## src/rtl/rom_port_arbiter.sv

```systemverilog
// rom_port_arbiter: shares the single-port instruction ROM between the core
// instruction-fetch port and the core data port. One access is granted per
// cycle; the registered ROM data is routed back to the winner one cycle later
// together with an error flag for writes and out-of-range word indices.
module rom_port_arbiter #(
  parameter int ROM_WORDS = 8192,  // ROM depth in 32-bit words
  parameter int DATA_PRIO = 1,     // 1: data port wins ties, 0: instr port wins ties
  parameter int MAX_WAIT  = 4      // lost cycles before the loser is forced to win (1..15)
) (
  input  logic        HCLK,
  input  logic        HRESET,
  // instruction fetch port
  input  logic        instr_req,
  input  logic [31:0] instr_addr,
  output logic        instr_gnt,
  output logic        instr_rvalid,
  output logic [31:0] instr_rdata,
  output logic        instr_err,
  // data port
  input  logic        data_req,
  input  logic [31:0] data_addr,
  input  logic        data_we,
  output logic        data_gnt,
  output logic        data_rvalid,
  output logic [31:0] data_rdata,
  output logic        data_err,
  // ROM side
  output logic        rom_cs,
  output logic [31:0] rom_addr,
  input  logic [31:0] rom_rdata
);

  typedef enum logic [1:0] {
    OWN_NONE  = 2'd0,
    OWN_INSTR = 2'd1,
    OWN_DATA  = 2'd2
  } owner_e;

  localparam logic [3:0]  MAX_W       = 4'(MAX_WAIT);
  localparam logic [30:0] ROM_WORDS_W = 31'(ROM_WORDS);

  // response pipeline and starvation counters
  owner_e      owner_q, owner_d;
  logic        err_q, err_d;
  logic [3:0]  instr_wait_q, instr_wait_d;
  logic [3:0]  data_wait_q, data_wait_d;

  // arbitration results for the current cycle
  logic        instr_win;
  logic        data_win;
  logic        any_win;
  logic [31:0] win_addr;
  logic        in_range;
  logic        illegal;

  // Pick at most one winner; a port that has lost MAX_WAIT cycles in a row
  // overrides the default tie-break. Nothing is granted while in reset.
  always_comb begin
    instr_win = 1'b0;
    data_win  = 1'b0;
    if (!HRESET) begin
      if (instr_req && data_req) begin
        if (DATA_PRIO != 0) begin
          if (instr_wait_q == MAX_W) instr_win = 1'b1;
          else                       data_win  = 1'b1;
        end else begin
          if (data_wait_q == MAX_W)  data_win  = 1'b1;
          else                       instr_win = 1'b1;
        end
      end else begin
        instr_win = instr_req;
        data_win  = data_req;
      end
    end
  end

  // Legality check of the winning access and ROM-side drive.
  always_comb begin
    any_win  = instr_win || data_win;
    win_addr = data_win ? data_addr : instr_addr;
    in_range = {1'b0, win_addr[31:2]} < ROM_WORDS_W;
    illegal  = !in_range || (data_win && data_we);
    rom_cs   = any_win && !illegal;
    rom_addr = any_win ? win_addr : '0;
    instr_gnt = instr_win;
    data_gnt  = data_win;
  end

  // Next-state for the wait counters and the response pipeline.
  always_comb begin
    instr_wait_d = instr_wait_q;
    data_wait_d  = data_wait_q;
    owner_d      = OWN_NONE;
    err_d        = 1'b0;

    if (!instr_req || instr_win)  instr_wait_d = '0;
    else if (instr_wait_q < MAX_W) instr_wait_d = instr_wait_q + 4'd1;

    if (!data_req || data_win)    data_wait_d = '0;
    else if (data_wait_q < MAX_W)  data_wait_d = data_wait_q + 4'd1;

    if (instr_win)     owner_d = OWN_INSTR;
    else if (data_win) owner_d = OWN_DATA;
    err_d = any_win && illegal;
  end

  // State registers with synchronous reset.
  always_ff @(posedge HCLK) begin
    if (HRESET) begin
      owner_q      <= OWN_NONE;
      err_q        <= 1'b0;
      instr_wait_q <= '0;
      data_wait_q  <= '0;
    end else begin
      owner_q      <= owner_d;
      err_q        <= err_d;
      instr_wait_q <= instr_wait_d;
      data_wait_q  <= data_wait_d;
    end
  end

  // Route the response to the owner; an in-flight response is dropped as soon
  // as reset is raised, so rvalid is also masked combinationally by HRESET.
  always_comb begin
    instr_rvalid = 1'b0;
    instr_err    = 1'b0;
    instr_rdata  = '0;
    data_rvalid  = 1'b0;
    data_err     = 1'b0;
    data_rdata   = '0;
    if (!HRESET) begin
      if (owner_q == OWN_INSTR) begin
        instr_rvalid = 1'b1;
        instr_err    = err_q;
        instr_rdata  = err_q ? '0 : rom_rdata;
      end else if (owner_q == OWN_DATA) begin
        data_rvalid  = 1'b1;
        data_err     = err_q;
        data_rdata   = err_q ? '0 : rom_rdata;
      end
    end
  end

endmodule

```

## config.mk

```make
export PLATFORM = sky130hd
export DESIGN_NAME = rom_port_arbiter
export DESIGN_NICKNAME = d
export VERILOG_FILES = /design/src/rtl/rom_port_arbiter.sv
export SDC_FILE = /design/constraint.sdc
export NUM_CORES = 1
export LEC_CHECK = 0
export CAP_MARGIN = 20
export CORE_AREA = 2 2 79 81
export DETAILED_ROUTE_END_ITERATION = 8
export DIE_AREA = 0 0 81 83
export DONT_BUFFER_PORTS = 1
export PLACE_DENSITY = 0.42
export SYNTH_ARGS = -nofsm -noshare
export SYNTH_HDL_FRONTEND = slang
export SYNTH_SLANG_ARGS = --single-unit
```

## constraint.sdc

```tcl
create_clock -name HCLK -period 2.05 [get_ports HCLK]
set_clock_uncertainty 0.15 [all_clocks]
set_input_delay 0 -clock HCLK [delete_from_list [all_inputs] [get_ports HCLK]]
set_output_delay 0 -clock HCLK [all_outputs]
set_load 0.05 [all_outputs]
```

==> impl_table.tex <==
\begin{tabular}{lr}
\hline
Metric & Value \\
\hline
\multicolumn{2}{l}{\textbf{Worst hold path}} \\
Path class of the lowest-slack min-delay path & in -> reg \\
End point of the most critical hold path & err\_q \\
Hold Path Origin & instr\_addr[31] \\
WHS Path Cells & 3 \\
\multicolumn{2}{l}{\textbf{Worst setup path}} \\
Arrival time reported for the critical path endpoint & 1.79 ns \\
Largest delay contributor family on the critical path & buffers and inverters \\
Crit-path slowest cell & sky130\_fd\_sc\_hd\_\_dfxtp\_1 \\
Critical-path maximum fanout & 16 \\
Required @ worst endpoint & 1.90 ns \\
Number of buffers and inverters on the critical path & 4 \\
CP startpoint kind & flip-flop \\
Biggest cell delay along the critical path & 0.32 ns \\
Critical path start-end classification & reg -> out \\
Critical path, cell by cell & inv\_1, ha\_2, nand3b\_2, a21oi\_4, buf\_12, clkbuf\_16, a22o\_1, buf\_12 \\
Worst setup EP type & output port \\
Internal reg-to-reg setup slack & 0.39 ns \\
Worst R2R End & owner\_q[0] \\
Crit Reg-Reg Startpoint & instr\_wait\_q[0] \\
Crit path top cell by count & sky130\_fd\_sc\_hd\_\_buf\_12 \\
Register-to-Register Path Depth & 5 \\
\multicolumn{2}{l}{\textbf{Synth}} \\
Synth Cell Area & 1190 µm² \\
Yosys warning total & 0 \\
Unique cell type count in the Yosys netlist & 29 \\
Cells after synthesis & 198 \\
Portion of the post-synthesis area used by sequential elements & 11.8\% \\
Mean cell area of the mapped netlist & 6.02 µm² \\
Register bit count reported by yosys & 7 \\
Syn nets & 301 \\
\multicolumn{2}{l}{\textbf{Clock tree}} \\
Maximum count of clock buffers along a single path & 2 \\
CTS clk-pin slew, worst paths & 0.04 ns \\
CTS HTree Levels & 1 \\
Num CTS Buffers & 3 \\
TritonCTS clock tree & done \\
Clock tree root buffer cell & sky130\_fd\_sc\_hd\_\_clkbuf\_8 \\
Insertion delay to the later sink of the worst-skew pair & 0.22 ns \\
Clock sink total & 7 \\
\multicolumn{2}{l}{\textbf{Global route}} \\
Maximum number of pins on one net before global-route repair & 36 \\
Overflow after GRT & 0 \\
First-pass GRT wire length & 7.98 mm \\
Initial antenna violation count & 0 \\
GRT Resource Usage Total & 14.5\% \\
Via count of the first global-routing pass & 1748 \\
\multicolumn{2}{l}{\textbf{Cells and area}} \\
Fill cell instance count of the final layout & 548 \\
Nets@finish & 415 \\
Share of layout cells above drive strength 1 & 39.2\% \\
Synth-to-Final Area Change & 128\% \\
Total inserted antenna cells & 0 \\
Final core utilization & 46.7\% \\
\multicolumn{2}{l}{\textbf{Die}} \\
Standard-cell row count & 28 \\
Die area & 6720 µm² \\
Vertical die dimension & 83 µm \\
Initial core utilization & 20.5\% \\
Area inside the core boundary & 5820 µm² \\
Number of I/O pins & 204 \\
Die Width & 81 µm \\
\multicolumn{2}{l}{\textbf{Power}} \\
Overall power consumption & 964 µW \\
Flop pwr share & 14.9\% \\
Worst voltage drop across the vdd grid & 0.000189 V \\
Design internal power & 539 µW \\
Pwr per Cell Area & 355 nW/µm² \\
Portion of total power attributed to the clock network & 19.4\% \\
Leakage power total & 1.28 nW \\
Combinational fraction of design power & 65.6\% \\
Switching power share of the total & 44.1\% \\
Psw & 425 µW \\
\multicolumn{2}{l}{\textbf{STA}} \\
Least-Margin Pin Slew & 0.450 ns \\
Tcrit/Tclk final & 94.5\% \\
Hold slack & 0.00218 ns \\
Total Negative Setup Slacks & 0 ns \\
Minimum clock period & 1.94 ns \\
Fin. max-slew vios & 0 \\
Worst slew slack as a fraction of its limit & 69.7\% \\
Endpoints failing hold & 0 \\
Setup violations, final & 0 \\
Final Worst Setup Slack & 0.112 ns \\
RSZ-0062 raised after global routing & no \\
Max Freq & 516 MHz \\
\multicolumn{2}{l}{\textbf{Status}} \\
Status & complete, no violations \\
\multicolumn{2}{l}{\textbf{Routing}} \\
Routed length per instance & 15.6 µm \\
Initial detailed-routing violation count & 45 \\
Vias post-DR & 1871 \\
First drt pass iteration count & 4 \\
Remaining antenna violation count & 0 \\
DRC viols & 0 \\
Routed wire length & 6.02 mm \\
Via count normalized by instance count & 4.85 \\
\multicolumn{2}{l}{\textbf{Placed design}} \\
Global placement routability congestion & 0.795 \\
Post-DP HPWL & 4.62 mm \\
Port Buffers & 0 \\
Pre-CTS worst setup slack & 0.310 ns \\
\multicolumn{2}{l}{\textbf{Job}} \\
Max capacitance violation total & 0 \\
\hline
\end{tabular}
==> repair_timing <==
item,in CTS,in global routing
hold buffers,14,0
buffers inserted,0,1
endpoints found under the hold margin,7,0
endpoints found under the setup margin,0,18
resized for setup,0,1
==> sequential cells by signal (all words and copies together) (netlist names) <==
name          flops
err_q             1
instr_wait_q      4
owner_q           2
==> metrics by stage <==
| step | instances | cell area, µm² |
|---|---|---|
| global placement | 364 | 2430 |
| detailed placement | 364 | 2430 |
| floorplan | 198 | 1190 |
| global route | 386 | 2710 |
| CTS | 382 | 2620 |
| finish | 386 | 2710 |
==> power by group through the flow <==
stage / logic, mW / clock network, mW / registers [mW]
5_1_grt: 0.660 / 0.201 / 0.144
4_1_cts: 0.617 / 0.193 / 0.144
2_1_floorplan: 0.359 / 0 / 0.145
6_report: 0.633 / 0.187 / 0.144
3_5_place_dp: 0.594 / 0 / 0.146
3_3_place_gp: 0.591 / 0 / 0.146
==> cell type report <==
type,count,area (µm²),share of cell area (%)
clock buffer,4,45.0,1.66
inverter,6,22.5,0.830
multi-input combinational,169,936,34.5
sequential,7,140,5.16
tap,75,93.8,3.46
timing repair buffer,125,1480,54.4
==> synthesized netlist by cell type (all sizes together) <==
cell / count / area share, %
nor2: 73 / 23
nand2: 35 / 11
a22o: 32 / 24
buf: 8 / 5.6
clkbuf: 8 / 2.5
dfxtp: 7 / 12
nor4: 6 / 3.1
inv: 5 / 1.6
a21oi: 4 / 2.6
nor3: 3 / 2.1
a41oi: 2 / 3.0
and3: 2 / 1.0
ha: 2 / 2.1
nand2b: 2 / 1.0
a21o: 1 / 0.63
clkinv: 1 / 0.31
nand3b: 1 / 0.94
nand4: 1 / 0.52
o21ai: 1 / 0.42
or3: 1 / 0.52
or3b: 1 / 0.73
or4: 1 / 0.94
xnor2: 1 / 0.73
==> tightest hold or removal path, stage by stage <==
cell and delay, ns:
sky130_fd_sc_hd__or3_1 0.11, sky130_fd_sc_hd__nor3_1 0.08, sky130_fd_sc_hd__nor3_2 0.14
==> how the worst max path moves through the flow <==
stage               slack (ns)           end             from  cells after the start
global placement          0.35   rom_addr[5]  instr_wait_q[0]                      6
global route              0.04  rom_addr[30]  instr_wait_q[0]                      8
CTS                       0.06   rom_addr[5]  instr_wait_q[0]                      6
finish                    0.11  rom_addr[13]  instr_wait_q[0]                      8
floorplan                 0.16  rom_addr[22]  instr_wait_q[0]                      5
detailed placement        0.31   rom_addr[5]  instr_wait_q[0]                      6
==> metal layers <==
layer	wire (µm)	global-route usage (%)	vias to the layer above
li1	-	-	903
met1	1950	13.3	820
met2	3310	30.7	142
met3	717	2.93	6
met4	47	3.39	0
met5	0	0	-
==> layout by cell type (no fill, tap or decap) <==
| master | count |
|---|---|
| sky130_fd_sc_hd__nor2_1 | 72 |
| sky130_fd_sc_hd__buf_4 | 72 |
| sky130_fd_sc_hd__buf_12 | 36 |
| sky130_fd_sc_hd__nand2_1 | 35 |
| sky130_fd_sc_hd__a22o_1 | 32 |
| sky130_fd_sc_hd__dlygate4sd3_1 | 14 |
| sky130_fd_sc_hd__dfxtp_1 | 7 |
| sky130_fd_sc_hd__nor4_1 | 6 |
| sky130_fd_sc_hd__inv_1 | 5 |
| sky130_fd_sc_hd__a21oi_1 | 3 |
| sky130_fd_sc_hd__clkbuf_8 | 3 |
| sky130_fd_sc_hd__clkbuf_16 | 3 |
| sky130_fd_sc_hd__nand2b_1 | 2 |
| sky130_fd_sc_hd__and3_1 | 2 |
| sky130_fd_sc_hd__nor3_2 | 2 |
| sky130_fd_sc_hd__or3b_1 | 1 |
| sky130_fd_sc_hd__clkinv_1 | 1 |
| sky130_fd_sc_hd__nand3b_2 | 1 |
| sky130_fd_sc_hd__a21oi_4 | 1 |
| sky130_fd_sc_hd__a41oi_4 | 1 |
| sky130_fd_sc_hd__nand4_1 | 1 |
| sky130_fd_sc_hd__or3_1 | 1 |
| sky130_fd_sc_hd__nor3_1 | 1 |
| sky130_fd_sc_hd__or4_4 | 1 |
| sky130_fd_sc_hd__a21o_1 | 1 |
| sky130_fd_sc_hd__a41oi_1 | 1 |
| sky130_fd_sc_hd__nor2_2 | 1 |
| sky130_fd_sc_hd__xnor2_1 | 1 |
| sky130_fd_sc_hd__o21ai_0 | 1 |
| sky130_fd_sc_hd__ha_2 | 1 |
| sky130_fd_sc_hd__ha_1 | 1 |
| sky130_fd_sc_hd__clkbuf_1 | 1 |
==> cell families after synthesis <==
kind of cell	Yosys count	synth area share [%]
flops	7	11.8
compound gates	40	30.2
simple gates	126	45.2
fa+ha+maj	2	2.10
xor+xnor	1	0.735
buf+inv	22	9.97
(Power assumes the default switching activity.)
